<file path="config.mk">
export PLATFORM = sky130hd
export DESIGN_NAME = ex_muldiv_unit
export DESIGN_NICKNAME = d
export VERILOG_FILES = /design/src/rtl/ex_muldiv_unit.sv
export SDC_FILE = /design/constraint.sdc
export NUM_CORES = 1
export LEC_CHECK = 0
export ABC_CLOCK_PERIOD_IN_PS = 7500
export BUFFER_PORTS_ARGS = -buffer_cell sky130_fd_sc_hd__buf_2
export CAP_MARGIN = 40
export CORE_MARGIN = 2
export CORE_UTILIZATION = 60
export DETAILED_ROUTE_END_ITERATION = 7
export GPL_ROUTABILITY_DRIVEN = 0
export PLACE_DENSITY = 0.78
export SLEW_MARGIN = 20
export SYNTH_ARGS = -nofsm -noshare
export SYNTH_HDL_FRONTEND = slang
export SYNTH_SLANG_ARGS = --single-unit
</file>
<file path="constraint.sdc">
create_clock -name clk_in -period 7.5 [get_ports clk_in]
set_clock_uncertainty 0.05 [all_clocks]
set_input_delay 1.5 -clock clk_in [delete_from_list [all_inputs] [get_ports clk_in]]
set_output_delay 1.5 -clock clk_in [all_outputs]
set_load 0.05 [all_outputs]
</file>
<file path="src/rtl/ex_muldiv_unit.sv">
// Iterative RV32M/RV64M multiply/divide unit for the EX stage.
// Shift-add multiply and restoring divide on operand magnitudes, with sign fix-up at the end.
module ex_muldiv_unit #(
  parameter int unsigned XLEN        = 32,
  parameter int unsigned REGADDR_LEN = 5
) (
  input  logic                   clk_in,
  input  logic                   rst_in,
  input  logic                   rdy_in,
  input  logic                   flush_i,
  input  logic                   start_i,
  input  logic [2:0]             funct3_i,
  input  logic [XLEN-1:0]        rs1_data_i,
  input  logic [XLEN-1:0]        rs2_data_i,
  input  logic [REGADDR_LEN-1:0] rd_addr_i,
  output logic                   stall_req_o,
  output logic                   busy_o,
  output logic                   done_o,
  output logic [XLEN-1:0]        rd_data_o,
  output logic [REGADDR_LEN-1:0] rd_addr_o,
  output logic                   rd_write_enable_o
);

  localparam int unsigned CntW = $clog2(XLEN);
  localparam logic [CntW-1:0] CntLast = CntW'(XLEN - 1);

  localparam logic [1:0] StIdle = 2'd0;
  localparam logic [1:0] StMul  = 2'd1;
  localparam logic [1:0] StDiv  = 2'd2;
  localparam logic [1:0] StDone = 2'd3;

  logic [1:0]             state_q, state_d;
  logic [CntW-1:0]        cnt_q, cnt_d;
  logic [1:0]             funct3_q, funct3_d;
  logic [REGADDR_LEN-1:0] rd_addr_q, rd_addr_d;
  logic [XLEN-1:0]        opb_q, opb_d;
  logic [2*XLEN-1:0]      acc_q, acc_d;
  logic                   neg_q, neg_d;
  logic                   a_neg_q, a_neg_d;
  logic [XLEN-1:0]        rd_data_q, rd_data_d;

  // Operand decode at accept
  logic            a_signed, b_signed, a_neg, b_neg, div_zero, div_ovf, special;
  logic [XLEN-1:0] a_mag, b_mag, special_res;

  always_comb begin
    a_signed = funct3_i[2] ? !funct3_i[0] : (funct3_i[1:0] == 2'b01 || funct3_i[1:0] == 2'b10);
    b_signed = funct3_i[2] ? !funct3_i[0] : (funct3_i[1:0] == 2'b01);
    a_neg    = a_signed && rs1_data_i[XLEN-1];
    b_neg    = b_signed && rs2_data_i[XLEN-1];
    a_mag    = a_neg ? -rs1_data_i : rs1_data_i;
    b_mag    = b_neg ? -rs2_data_i : rs2_data_i;
    div_zero = (rs2_data_i == '0);
    div_ovf  = !funct3_i[0] && (rs1_data_i == {1'b1, {(XLEN-1){1'b0}}}) && (&rs2_data_i);
    special  = funct3_i[2] && (div_zero || div_ovf);
    if (div_zero) special_res = funct3_i[1] ? rs1_data_i : '1;
    else          special_res = funct3_i[1] ? '0 : rs1_data_i;
  end

  // One iteration step; multiplier/quotient bits live in the low half of acc_q
  logic [XLEN:0]     mul_sum, div_shift, div_diff;
  logic [2*XLEN-1:0] mul_next, div_next, step_acc, prod_s;
  logic [XLEN-1:0]   quo, rem, mul_res, div_res, fin_res;

  always_comb begin
    mul_sum   = {1'b0, acc_q[2*XLEN-1:XLEN]} + {1'b0, (acc_q[0] ? opb_q : {XLEN{1'b0}})};
    mul_next  = {mul_sum, acc_q[XLEN-1:1]};
    div_shift = acc_q[2*XLEN-1:XLEN-1];
    div_diff  = div_shift - {1'b0, opb_q};
    div_next  = div_diff[XLEN] ? {div_shift[XLEN-1:0], acc_q[XLEN-2:0], 1'b0}
                               : {div_diff[XLEN-1:0], acc_q[XLEN-2:0], 1'b1};
    step_acc  = (state_q == StDiv) ? div_next : mul_next;

    prod_s  = neg_q ? -step_acc : step_acc;
    mul_res = (funct3_q == 2'b00) ? prod_s[XLEN-1:0] : prod_s[2*XLEN-1:XLEN];
    quo     = step_acc[XLEN-1:0];
    rem     = step_acc[2*XLEN-1:XLEN];
    div_res = funct3_q[1] ? (a_neg_q ? -rem : rem) : (neg_q ? -quo : quo);
    fin_res = (state_q == StDiv) ? div_res : mul_res;
  end

  always_comb begin
    state_d   = state_q;
    cnt_d     = cnt_q;
    funct3_d  = funct3_q;
    rd_addr_d = rd_addr_q;
    opb_d     = opb_q;
    acc_d     = acc_q;
    neg_d     = neg_q;
    a_neg_d   = a_neg_q;
    rd_data_d = rd_data_q;
    if (flush_i) begin
      state_d = StIdle;
    end else begin
      case (state_q)
        StIdle: begin
          if (start_i) begin
            cnt_d     = '0;
            funct3_d  = funct3_i[1:0];
            rd_addr_d = rd_addr_i;
            neg_d     = a_neg ^ b_neg;
            a_neg_d   = a_neg;
            opb_d     = funct3_i[2] ? b_mag : a_mag;
            acc_d     = {{XLEN{1'b0}}, (funct3_i[2] ? a_mag : b_mag)};
            if (special) begin
              state_d   = StDone;
              rd_data_d = special_res;
            end else begin
              state_d = funct3_i[2] ? StDiv : StMul;
            end
          end
        end
        StMul, StDiv: begin
          acc_d = step_acc;
          cnt_d = cnt_q + CntW'(1);
          if (cnt_q == CntLast) begin
            state_d   = StDone;
            rd_data_d = fin_res;
          end
        end
        default: state_d = StIdle;
      endcase
    end
  end

  always_ff @(posedge clk_in) begin
    if (rst_in) begin
      state_q   <= StIdle;
      cnt_q     <= '0;
      funct3_q  <= '0;
      rd_addr_q <= '0;
      opb_q     <= '0;
      acc_q     <= '0;
      neg_q     <= 1'b0;
      a_neg_q   <= 1'b0;
      rd_data_q <= '0;
    end else if (rdy_in) begin
      state_q   <= state_d;
      cnt_q     <= cnt_d;
      funct3_q  <= funct3_d;
      rd_addr_q <= rd_addr_d;
      opb_q     <= opb_d;
      acc_q     <= acc_d;
      neg_q     <= neg_d;
      a_neg_q   <= a_neg_d;
      rd_data_q <= rd_data_d;
    end
  end

  assign busy_o            = (state_q != StIdle);
  assign done_o            = (state_q == StDone);
  assign rd_data_o         = rd_data_q;
  assign rd_addr_o         = rd_addr_q;
  assign rd_write_enable_o = done_o && (rd_addr_q != '0);
  assign stall_req_o       = ((state_q == StIdle) && start_i && !flush_i) ||
                             (state_q == StMul) || (state_q == StDiv);

endmodule

</file>
==> qor.yml <==
synthesis:
  ys_types: 97
  synth-edff-count: 0
  avgSynthCellArea_um2: 6.95
  syn_area_um2: 16400
  ys_seq_elements: 144
  synthesis.instances: 2367
  synth-main-ff-cell: "dfxtp_1"
  synth_fp_nets: 2522
  async_reset_ff_share_pct: 0
  yosys_warnings: 0
  yosysSeqAreaShare_pct: 17.5
drt:
  routed_wl_um: 62500
  vias: 19000
  drt-initial-drc-count: 2827
  via_per_inst: 6.91
  first_pass_iters: 7
  route.detailed.drc: 0
  ant_nets: 0
  wl_per_cell_um: 22.7
placement:
  io_buffers: 117
  hpwl_um: 47200
  placed_cells: 2712
global_route:
  grt_pass1_wl_um: 96100
  grt_usage_pct: 42.6
  antenna_found_initial: 4
  globalRouteOverflowTotal: 0
  grt_max_degree: 74
  grt_pass1_vias: 17300
floorplan:
  coreArea_um2: 27000
  start_util_pct: 61.0
  die_h_um: 170
  rows: 60
  dieArea_um2: 28800
  die_x_um: 170
  ios: 118
layout:
  syn2layout_area_growth_pct: 8.24
  layout-drive-gt1-share_pct: 10.1
  diodes: 0
  fin_cells: 2752
  nets: 2553
  finish.utilization_pct: 66.0
clock_tree:
  path_clk_slew_ns: 0.07
  holdBufCountCts: 0
  cts_max_level: 4
  numClockSinks: 144
  cts_resized: 0
  cts_tree: "yes"
  cts-buffers-inserted: 17
  post-cts-setup-buffers: 0
  clk_latency_ns: 0.45
  cts_root_buf: "clkbuf_16"
  clockBufferDepth: 2
timing:
  grt_setup_unrepaired: "false"
  finalHoldViolCount: 0
  report.final.slew_viol_count: 0
  worst_pin_slew_ns: 0.868
  finalSetupTns_ns: 0
  setup_viol: 0
  period_share_pct: 83.9
  fin_crit_ns: 6.29
  fmax_mhz: 159
  relSlewSlack_pct: 41.4
pwr:
  p_leak_nw: 6.89
  irDropWorstVdd_uv: 131
  pwr_density_cell_nw_per_um2: 143
worst_setup_path:
  worst-setup-path-type: "reg -> reg"
  critPathMaxFanout: 24
  start_kind: "flop"
  end_kind: "flop"
  cp.required_ns: 7.78
  r2r_slack_ns: 1.21
  arrival_ns: 6.58
min_path:
  hp-class: "reg -> reg"
status:
  status: "finished, final reports clean"
flow_run:
  max-cap-violations: 0
[state kept, by name, summed over array words and instances, names as in the netlist, 2 cells and up]
signal	count
acc_q	64
cnt_q	5
funct3_q	2
opb_q	32
rd_addr_o	5
rd_data_o	32
state_q	2
[per-stage QoR]
step	cell area [um2]	hold slack, ns	setup slack, ns	power [mW]
floorplan	16400	0.386	2.06	1.41
global placement	17100	0.385	1.56	1.62
detailed placement	17200	0.390	1.39	1.63
CTS	17700	0.400	1.33	2.50
global route	17800	0.423	0.982	2.62
finish	17800	0.404	1.21	2.55
[cell usage after synthesis (all sizes together), types with 71 or more instances]
library cell	n	area, um2
a21oi	210	1060
clkbuf	108	405
dfxtp	144	2880
ha	76	951
inv	74	278
mux2i	71	711
nand2	292	1100
nor2	277	1040
nor3	72	360
o21ai	161	817
xnor2	95	858
xor2	81	709
[critical path, cell delays in order, from the launching register on]
cell	delay (ns)
dfxtp_1	0.34
inv_1	0.08
ha_1	0.15
inv_1	0.05
fa_1	0.45
a211oi_2	0.30
o21ai_4	0.13
a21boi_2	0.28
o211ai_4	0.15
a21oi_2	0.70
xnor2_2	0.15
buf_4	0.29
nand2_1	0.13
nand3_1	0.07
o21ai_0	0.20
ha_1	0.31
inv_1	0.10
nor3_1	0.23
nand2_1	0.14
or4_1	0.63
or2_1	0.35
or4_1	0.48
mux2i_1	0.15
o31a_1	0.29
[final cells by class]
| type | instances | area, um2 |
|---|---|---|
| clock inverters | 14 | 151 |
| fillers | 2471 | 9150 |
| flip-flops and latches | 144 | 2880 |
| repair buffers | 155 | 881 |
| multi-input cells | 2005 | 12700 |
| clock buffers | 18 | 429 |
| well taps | 341 | 427 |
| inverters | 75 | 282 |
[final timing paths]
check                     from       endpoint  cells past startpoint
setup / recovery     acc_q[31]  rd_data_o[24]                     23
hold / removal    rd_data_o[5]   rd_data_o[5]                      2
setup reg to reg     acc_q[31]  rd_data_o[24]                     23
hold reg to reg   rd_data_o[5]   rd_data_o[5]                      2
[where the power goes]
group          internal, mW  switching [mW]  total [mW]
combinational         0.289           0.562       0.851
sequential            0.785          0.0259       0.811
clock                 0.469           0.415       0.885
[logic make-up (layout without fill, tap and decap cells)]
kind of cell,after synthesis,after routing,synth area share (%)
XOR/XNOR,176,176,9.53
adder cells (fa/ha/maj),102,102,7.49
AND/OR/NAND/NOR,911,911,25.8
multiplexers,82,82,5.07
buffers and inverters,218,262,5.23
flip-flops,144,144,17.5
AO/OA/AOI/OAI,734,734,29.3
[cell usage in the layout (no fill, tap or decap), drive strengths merged, types with 24 or more instances in the layout]
cell	n
o31ai	30
a21oi	210
xor2	81
xnor2	95
o21ai	161
buf	151
nand2b	36
nor3	72
nand3	42
nand2	292
maj3	24
dfxtp	144
inv	80
ha	76
nor4	28
a211oi	53
mux2i	71
nor2	277
a22oi	30
and2	46
nand4	26
o211ai	66
[layer usage]
metal / part of all wire (%) / up-vias / track usage (%) / wire length [um]
met5: 0.099 / - / 0 / 62
met4: 6.4 / 8 / 23.6 / 4010
met3: 13 / 295 / 12.1 / 8360
met2: 42 / 1313 / 64.8 / 26200
met1: 38 / 8697 / 54.3 / 23900
li1: - / 8717 / - / -
Power figures use the tool's default switching activity.
